===== config.mk =====
export PLATFORM = sky130hd
export DESIGN_NAME = conv_operand_loader
export DESIGN_NICKNAME = d
export VERILOG_FILES = /design/src/rtl/conv_pkg.sv /design/src/rtl/conv_operand_bank.sv /design/src/rtl/conv_operand_loader.sv
export SDC_FILE = /design/constraint.sdc
export NUM_CORES = 1
export LEC_CHECK = 0
export ABC_CLOCK_PERIOD_IN_PS = 1800
export CORE_MARGIN = 2
export CORE_UTILIZATION = 43
export DETAILED_ROUTE_END_ITERATION = 6
export DONT_BUFFER_PORTS = 1
export HOLD_SLACK_MARGIN = 0.02
export PLACE_DENSITY = 0.68
export SYNTH_ARGS = -nofsm -noshare
export SYNTH_HDL_FRONTEND = slang
export SYNTH_SLANG_ARGS = --single-unit

===== constraint.sdc =====
create_clock -name clk -period 1.8 [get_ports clk]
set_input_delay 0.27 -clock clk [delete_from_list [all_inputs] [get_ports clk]]
set_output_delay 0.27 -clock clk [all_outputs]
set_load 0.05 [all_outputs]

===== src/rtl/conv_pkg.sv =====
// Shared widths and loader state type for the convolve datapath and its operand loader.
package conv_pkg;

    localparam int SAMPLE_W = 16;
    localparam int PROD_W   = 32;

    typedef enum logic [1:0] {
        LOAD_N = 2'd0,
        LOAD_M = 2'd1,
        HOLD   = 2'd2
    } conv_ld_state_t;

endpackage


===== src/rtl/conv_operand_bank.sv =====
// LEN x SAMPLE_W operand register file, one indexed write per cycle, flat packed read-out.
module conv_operand_bank
    import conv_pkg::*;
#(
    parameter int LEN = 3,
    parameter int CW  = 2
) (
    input  logic                    clk,
    input  logic                    rst,
    input  logic                    wr_en,
    input  logic [CW-1:0]           wr_idx,
    input  logic [SAMPLE_W-1:0]     wr_data,
    output logic [LEN*SAMPLE_W-1:0] rd_arr
);

    logic [LEN-1:0][SAMPLE_W-1:0] mem;

    always_ff @(posedge clk) begin
        if (rst) begin
            mem <= '0;
        end else if (wr_en) begin
            for (int k = 0; k < LEN; k++) begin
                if (wr_idx == CW'(k)) begin
                    mem[k] <= wr_data;
                end
            end
        end
    end

    assign rd_arr = mem;

endmodule


===== src/rtl/conv_operand_loader.sv =====
// Streams 16-bit samples into the kernel (N) and signal (M) operand arrays for convolve,
// then holds both arrays with out_valid until the consumer acknowledges them.
//
//  state  | meaning
//  LOAD_N | accepting kernel samples into arr_N, idx = next element
//  LOAD_M | accepting signal samples into arr_M, idx = next element
//  HOLD   | both arrays complete and frozen, out_valid high, waiting for out_ack
module conv_operand_loader
    import conv_pkg::*;
#(
    parameter  int N  = 3,
    parameter  int M  = 5,
    localparam int CW = $clog2(((N > M) ? N : M) + 1)
) (
    input  logic                  clk,
    input  logic                  rst,
    input  logic [SAMPLE_W-1:0]   in_data,
    input  logic                  in_valid,
    output logic                  in_ready,
    output logic [N*SAMPLE_W-1:0] out_arr_n,
    output logic [M*SAMPLE_W-1:0] out_arr_m,
    output logic                  out_valid,
    input  logic                  out_ack,
    output logic [CW-1:0]         idx
);

    conv_ld_state_t state;
    logic           accept;
    logic           wr_n;
    logic           wr_m;

    // Ready depends on state (and reset) only, never on in_valid.
    assign in_ready = ((state == LOAD_N) || (state == LOAD_M)) && !rst;
    assign accept   = in_valid && in_ready;
    assign wr_n     = accept && (state == LOAD_N);
    assign wr_m     = accept && (state == LOAD_M);

    always_ff @(posedge clk) begin
        if (rst) begin
            state     <= LOAD_N;
            idx       <= '0;
            out_valid <= 1'b0;
        end else begin
            case (state)
                LOAD_N: begin
                    if (accept) begin
                        if (idx == CW'(N - 1)) begin
                            idx   <= '0;
                            state <= LOAD_M;
                        end else begin
                            idx <= idx + 1'b1;
                        end
                    end
                end
                LOAD_M: begin
                    if (accept) begin
                        if (idx == CW'(M - 1)) begin
                            idx       <= '0;
                            state     <= HOLD;
                            out_valid <= 1'b1;
                        end else begin
                            idx <= idx + 1'b1;
                        end
                    end
                end
                HOLD: begin
                    if (out_ack) begin
                        out_valid <= 1'b0;
                        state     <= LOAD_N;
                    end
                end
                default: begin
                    state     <= LOAD_N;
                    idx       <= '0;
                    out_valid <= 1'b0;
                end
            endcase
        end
    end

    conv_operand_bank #(.LEN(N), .CW(CW)) u_bank_n (
        .clk     (clk),
        .rst     (rst),
        .wr_en   (wr_n),
        .wr_idx  (idx),
        .wr_data (in_data),
        .rd_arr  (out_arr_n)
    );

    conv_operand_bank #(.LEN(M), .CW(CW)) u_bank_m (
        .clk     (clk),
        .rst     (rst),
        .wr_en   (wr_m),
        .wr_idx  (idx),
        .wr_data (in_data),
        .rd_arr  (out_arr_m)
    );

endmodule

==> run summary, run 1 <==
status: finished, violations left
failing checks: negative setup slack
io pins: 153
aggregate global routing overflow: 0
Initial Util: 0.437
TritonCTS clock tree: built
DIE WIDTH: 114 um
DR WL/cell: 22.0 um
largest net degree at the start of global routing: 51
met2 wire len: 7.41 mm
Max H-tree Level: 4
multi-input logic area: 2290 um2
M1 wire length: 6.30 mm
CP endpoint kind: register
post-synthesis cell type count: 36
Antenna Violating Nets Remaining: 0
antenna cells: 0
final setup fails: 1
Total Die Area: 13,100 um2
Core Rows: 40
PD cells: 1140 nW/um2
pre-CTS WS: 0.0796 ns
WP data arrival: 2.09 ns
CP delay by family, top: simple AND/OR/NAND/NOR gates
worst r2r path cells: 4
Post-Layout Cell Count: 722
DR WL met3: 1.86 mm
Post-route DRC: 0
post-CTS setup buffer count: 0
CTS Buf Count: 17
setup TNS: -0.0284 ns
Hold Crit Class: in -> reg
Final Util: 0.529
hold depth: 3
static leakage: 2.60 nW
layout overhead on the synthesized area: 20.9%
Seq/Total Area, Yosys: 0.513
Final #Nets: 587
Hold WS: 0.0632 ns
Worst path slowest cell: or4b_1
Syn Area/Cell: 9.60 um2
DP Cell Count: 672
PortBufs: 0
WP depth: 4
PnR worst setup slack: -0.0284 ns
first-pass GRT wire length: 23.8 mm
slew at the pin with the worst max-slew slack: 0.585 ns
final wirelength: 15.9 mm
clk buf depth: 2
Slew Limit Fails: 0
number of global-route vias before repair: 4,168
routed vias/inst: 5.96
initial antenna violation count: 0
worst rel slew slack: 0.609
Clock Sinks: 134
share of cells above drive strength 1: 0.191
Area contributors post-synth: dfxtp_1 51%, mux2i_1 11%, a31o_2 4.5%
routability cong.: 0.817
RSZ-0062 raised after global routing: false
kind of critical path: reg -> reg
crit-path cells: or4b_1, buf_12, o311ai_0, o21ai_0
Mapped Cells: 545
Worst Path Required: 2.06 ns
fmax: 547 MHz
Worst Path Max Fanout: 40
Fin. Hold Viols: 0
Worst-Skew Late Latency: 0.41 ns
Final Cycle Share: 1.02
uppermost routed layer: met4
Cell Area, Synth: 5230 um2
#FFs+latches synth: 134
clock slew seen by the registers of the worst setup and hold paths: 0.06 ns
Core ar.: 12,000 um2
register area: 2690 um2
buffers and inverters on the worst path: 1
maximum vdd drop: 0.652 mV
fillers: 1,055
min cycle time layout: 1.83 ns
Detailed Place HPWL: 10.4 mm
Die H: 114 um
Synth area leader: dfxtp_1
Critical Path Start Type: register
CTS root buf: clkbuf_16
CP max stage delay: 0.58 ns
drt pass-1 iters: 5
share of the synthesized area in the top cell type: 0.513
max-cap viol count: 0
Worst Skew: 0.00659 ns
via count: 4,300
Total GRT Usage: 0.243
syn nets: 570
Iter 0 DRT Violations: 440
synthesis warning total: 0
cell usage after synthesis:
cell type / count
nand3b_1: 1
inv_1: 11
nor2_1: 4
nand4b_1: 1
clkbuf_2: 1
buf_1: 4
a21oi_1: 36
nand4bb_1: 1
nand3_2: 5
buf_6: 2
nand2b_1: 13
o22a_1: 1
dfxtp_1: 134
o311ai_0: 13
a31o_2: 27
clkbuf_1: 35
nor4_1: 27
buf_4: 3
o32ai_1: 1
buf_2: 8
nand3_1: 36
and2_1: 2
clkinv_1: 1
ha_1: 5
nor4bb_1: 1
nor3b_1: 1
a22oi_1: 1
o21ai_0: 43
or3b_2: 2
o21ai_1: 3
nor4b_4: 1
or4b_1: 1
mux2i_1: 57
nand4_1: 1
nand2_1: 61
o2bb2ai_1: 1
repair_timing:
item / 4_1_cts / 5_1_grt
hold buffers: 17 / 0
setup endpoints to repair: 0 / 17
gates resized for setup: 0 / 9
endpoints found under the hold margin: 36 / 0
metrics by stage:
stage	area, um2	total power [mW]
3_3_place_gp	5500	3.59
2_1_floorplan	5240	3.49
3_5_place_dp	5500	3.61
6_report	6320	7.19
4_1_cts	6300	7.22
5_1_grt	6320	7.40
layout by cell type (no fill, tap or decap), drive strengths merged, types with 2 or more instances in the layout:
cell type / Yosys / routed
dfxtp: 134 / 134
nand2: 61 / 61
mux2i: 57 / 57
o21ai: 46 / 46
nand3: 41 / 41
a21oi: 36 / 36
buf: 17 / 34
nor4: 27 / 27
a31o: 27 / 27
clkbuf: 36 / 23
dlygate4sd3: 0 / 16
nand2b: 13 / 13
o311ai: 13 / 13
inv: 11 / 12
ha: 5 / 5
nor2: 4 / 4
clkinvlp: 0 / 4
clkinv: 1 / 4
and2: 2 / 2
or3b: 2 / 2
bufinv: 0 / 2
tightest hold or removal path: stages:
cell     delay (ns)
o21ai_0        0.05
nand2_1        0.07
nor2_1         0.04
per-layer routing:
metal,GRT usage,vias up
met5,0,-
met4,0.0976,0
met3,0.117,26
met2,0.381,218
met1,0.287,2054
li1,-,2002
final timing paths:
path                  from             endpoint  slack (ns)
setup / recovery  state[1]  u_bank_n.rd_arr[31]       -0.03
hold / removal     out_ack            out_valid        0.06
setup reg to reg  state[1]  u_bank_n.rd_arr[31]       -0.03
hold reg to reg     idx[0]               idx[0]        0.51
where the power goes:
group / internal [mW] / switching [mW]
combinational: 0.142 / 0.290
clock: 2.28 / 1.30
sequential: 3.01 / 0.166
total: 5.43 / 1.76
registers in the layout, summed over array words and instances, names as in the netlist:
signal,flops
u_bank_m.rd_arr,80
u_bank_n.rd_arr,48
idx,3
state,2
out_valid,1
logic make-up after synthesis:
| family | share of synthesized area |
|---|---|
| and+or+nand+nor | 0.160 |
| DFF | 0.513 |
| AOI/OAI and AO/OA | 0.152 |
| buffers and inverters | 0.0538 |
| muxes | 0.109 |
| adders and majority gates | 0.0120 |
final cells by class:
cell class | count | share of cell area
Clock buffer | 23 | 0.0805
Sequential cell | 134 | 0.426
Timing Repair Buffer | 50 | 0.0756
Clock inverter | 9 | 0.0178
Timing Repair inverter | 1 | 0.00119
Tap cell | 147 | 0.0291
Inverter | 12 | 0.00831
Multi-Input combinational cell | 346 | 0.362
No activity file was read; power rests on OpenSTA's default activity.
==> run 2, diff against run 1 <==
--- a/config.mk
+++ b/config.mk
@@ -5,13 +5,14 @@
 export SDC_FILE = /design/constraint.sdc
 export NUM_CORES = 1
 export LEC_CHECK = 0
-export ABC_CLOCK_PERIOD_IN_PS = 1800
+export ABC_CLOCK_PERIOD_IN_PS = 1500
 export CORE_MARGIN = 2
 export CORE_UTILIZATION = 43
 export DETAILED_ROUTE_END_ITERATION = 6
 export DONT_BUFFER_PORTS = 1
 export HOLD_SLACK_MARGIN = 0.02
-export PLACE_DENSITY = 0.68
+export PLACE_DENSITY = 0.7
 export SYNTH_ARGS = -nofsm -noshare
 export SYNTH_HDL_FRONTEND = slang
 export SYNTH_SLANG_ARGS = --single-unit
+export TNS_END_PERCENT = 30
==> constraint.sdc (replaced) <==
create_clock -name clk -period 1.5 [get_ports clk]
set_input_delay 0.075 -clock clk [delete_from_list [all_inputs] [get_ports clk]]
set_output_delay 0.075 -clock clk [all_outputs]
set_load 0.05 [all_outputs]
==> run 2 against run 1 <==
- the flow still finishes with violations (negative setup slack)
- critical endpoint is now u_bank_m.rd_arr[28]
- largest power group unchanged
- global-route usage up 1.2 points
- critical path depth unchanged
- hold slack worse by 0.017 ns
- sequential cell count unchanged
- setup slack worse by 0.16 ns
- fmax up 8.0%
- first-iteration DRC count up 15%
- clock skew up 0.0027 ns
- sequential power up 15%
- clock-buffer cell count up 1
- register-to-register slack worse by 0.16 ns
==> run summary, run 2 (same netlist as run 1, synthesis figures left out) <==
status: finished, violations left
failing checks: negative setup slack
Fin. Hold Viols: 0 (unchanged)
setup TNS: -2.86 ns (-2.83 ns)
layout overhead on the synthesized area: 48.7%
Total Die Area: 13,100 um2 (unchanged)
Core ar.: 12,000 um2 (unchanged)
routed vias/inst: 5.85 (-1.7%)
Max H-tree Level: 4 (unchanged)
Worst path slowest cell: or4b_4
Final #Nets: 722 (+23%)
clock slew seen by the registers of the worst setup and hold paths: 0.06 ns (about the same)
Cell Int Power: 6.26 mW (+15%)
fillers: 889 (-16%)
RSZ-0062 raised after global routing: true
PnR worst setup slack: -0.193 ns (-0.164 ns)
DIE WIDTH: 114 um (unchanged)
number of global-route vias before repair: 4,639 (+11%)
static leakage: 3.38 nW (+30%)
max reg flops: 80 (unchanged)
power share of the clock group: 0.456 (-0.042)
Worst-Skew Late Latency: 0.42 ns (about the same)
CP max stage delay: 0.59 ns (about the same)
PortBufs: 0 (unchanged)
Sw Share: 0.251 (+0.00696)
Slew Limit Fails: 0 (unchanged)
routability cong.: 0.839 (+2.8%)
fmax: 591 MHz (+8.0%)
highest-count cells in the layout ignoring fill and taps: 148 x buf_4, 130 x dfxtp_1, 60 x nand2_1
drt pass-1 iters: 6 (+1)
CTS Buf Count: 17 (unchanged)
Core Rows: 40 (unchanged)
Final Cycle Share: 1.13 (+0.113)
commonest non-fill, non-tap cell in the layout: buf_4
final setup fails: 47 (+46)
DR WL/cell: 21.1 um (-4.4%)
Hold WS: 0.0465 ns (-0.0166 ns)
largest net degree at the start of global routing: 98 (+92%)
min cycle time layout: 1.69 ns (-0.136 ns)
Worst Path Max Fanout: 10 (-75%)
Critical Path Start Type: register
final wirelength: 18.0 mm (+13%)
total power: 8.36 mW (+16%)
Iter 0 DRT Violations: 504 (+15%)
Worst Path Required: 1.86 ns (-0.20 ns)
CTS root buf: clkbuf_16
dpl cell area: 6630 um2 (+21%)
worst rel slew slack: 0.574 (-0.0356)
pre-CTS WS: -0.106 ns (-0.185 ns)
io pins: 153 (unchanged)
Net Sw Power: 2.10 mW (+20%)
Hold Crit Class: in -> reg
Die H: 114 um (unchanged)
Detailed Place HPWL: 11.0 mm (+6.4%)
first-pass GRT wire length: 25.4 mm (+6.9%)
Post-route DRC: 0 (unchanged)
Clock Sinks: 134 (unchanged)
crit-path cells: or4b_4, clkbuf_16, nor4_2, a31o_2
via count: 4,998 (+16%)
maximum vdd drop: 0.606 mV (-7.1%)
PD cells: 1070 nW/um2 (-5.5%)
antenna cells: 0 (unchanged)
CP endpoint kind: register
register share of total power: 0.437 (-0.005)
Antenna Violating Nets Remaining: 0 (unchanged)
share of cells above drive strength 1: 0.403 (+0.212)
Worst Skew: 0.00932 ns (+0.00273 ns)
WP data arrival: 2.05 ns (-0.04 ns)
max-cap viol count: 0 (unchanged)
clk buf depth: 2 (unchanged)
Initial Util: 0.437 (unchanged)
kind of critical path: reg -> reg
slew at the pin with the worst max-slew slack: 0.639 ns (+0.0542 ns)
initial antenna violation count: 0 (unchanged)
fin area: 7780 um2 (+23%)
Logic pwr share: 0.107 (+0.047)
aggregate global routing overflow: 0 (unchanged)
TritonCTS clock tree: built
Total GRT Usage: 0.256 (+0.0125)
[run 2: through the flow]
stage | utilization | std cells
6_report | 0.651 | 854
5_1_grt | 0.651 | 854
4_1_cts | 0.617 | 835
3_5_place_dp | 0.554 | 801
3_3_place_gp | 0.554 | 801
2_1_floorplan | - | 545
[run 2: repair_timing]
item,CTS,global route
gates resized for setup,27,28
hold buffers,4,16
setup endpoints to repair,67,102
hold endpoints to repair,54,37
cloned,1,2
setup buffers,0,1
pin swaps,1,4
[run 2: layout make-up]
type	count	area, um2	share of cell area
Tap cell	147	184	0.0236
Clock inverter	5	50.0	0.00643
Inverter	12	47.5	0.00611
Clock buffer	24	482	0.0619
Multi-Input combinational cell	346	2670	0.343
Sequential cell	134	2700	0.346
Timing Repair Buffer	186	1660	0.213
[run 2: worst max-delay path, delay by kind of cell (launching register included)]
family	cells	cell delay, ns
simple gates	2	0.91
buf+inv	1	0.22
compound gates	1	0.17
flops	1	0.33
[run 2: layer usage]
layer	routed length (um)	global-route usage	vias to the layer above
li1	-	-	2264
met1	7130	0.323	2422
met2	8700	0.410	259
met3	1550	0.0678	53
met4	616	0.116	0
met5	0	0	-
[run 2: path summary, 6_finish.rpt]
check | depth (start not counted) | end | slack [ns] | startpoint
worst min register to register | 2 | u_bank_m.rd_arr[3] | 0.46 | u_bank_m.rd_arr[3]
worst min-delay path | 4 | u_bank_m.rd_arr[79] | 0.05 | rst
worst max-delay path | 4 | u_bank_m.rd_arr[28] | -0.19 | state[1]
worst max register to register | 4 | u_bank_m.rd_arr[28] | -0.19 | state[1]
[run 2: power groups by stage]
stage / sequential [mW] / clock, mW / combinational (mW)
after global routing: 3.65 / 4.00 / 0.934
after detailed placement: 3.72 / 0 / 0.722
after floorplan: 3.90 / 0 / 0.338
after CTS: 3.65 / 3.83 / 0.775
final: 3.65 / 3.81 / 0.898
after global placement: 3.72 / 0 / 0.707
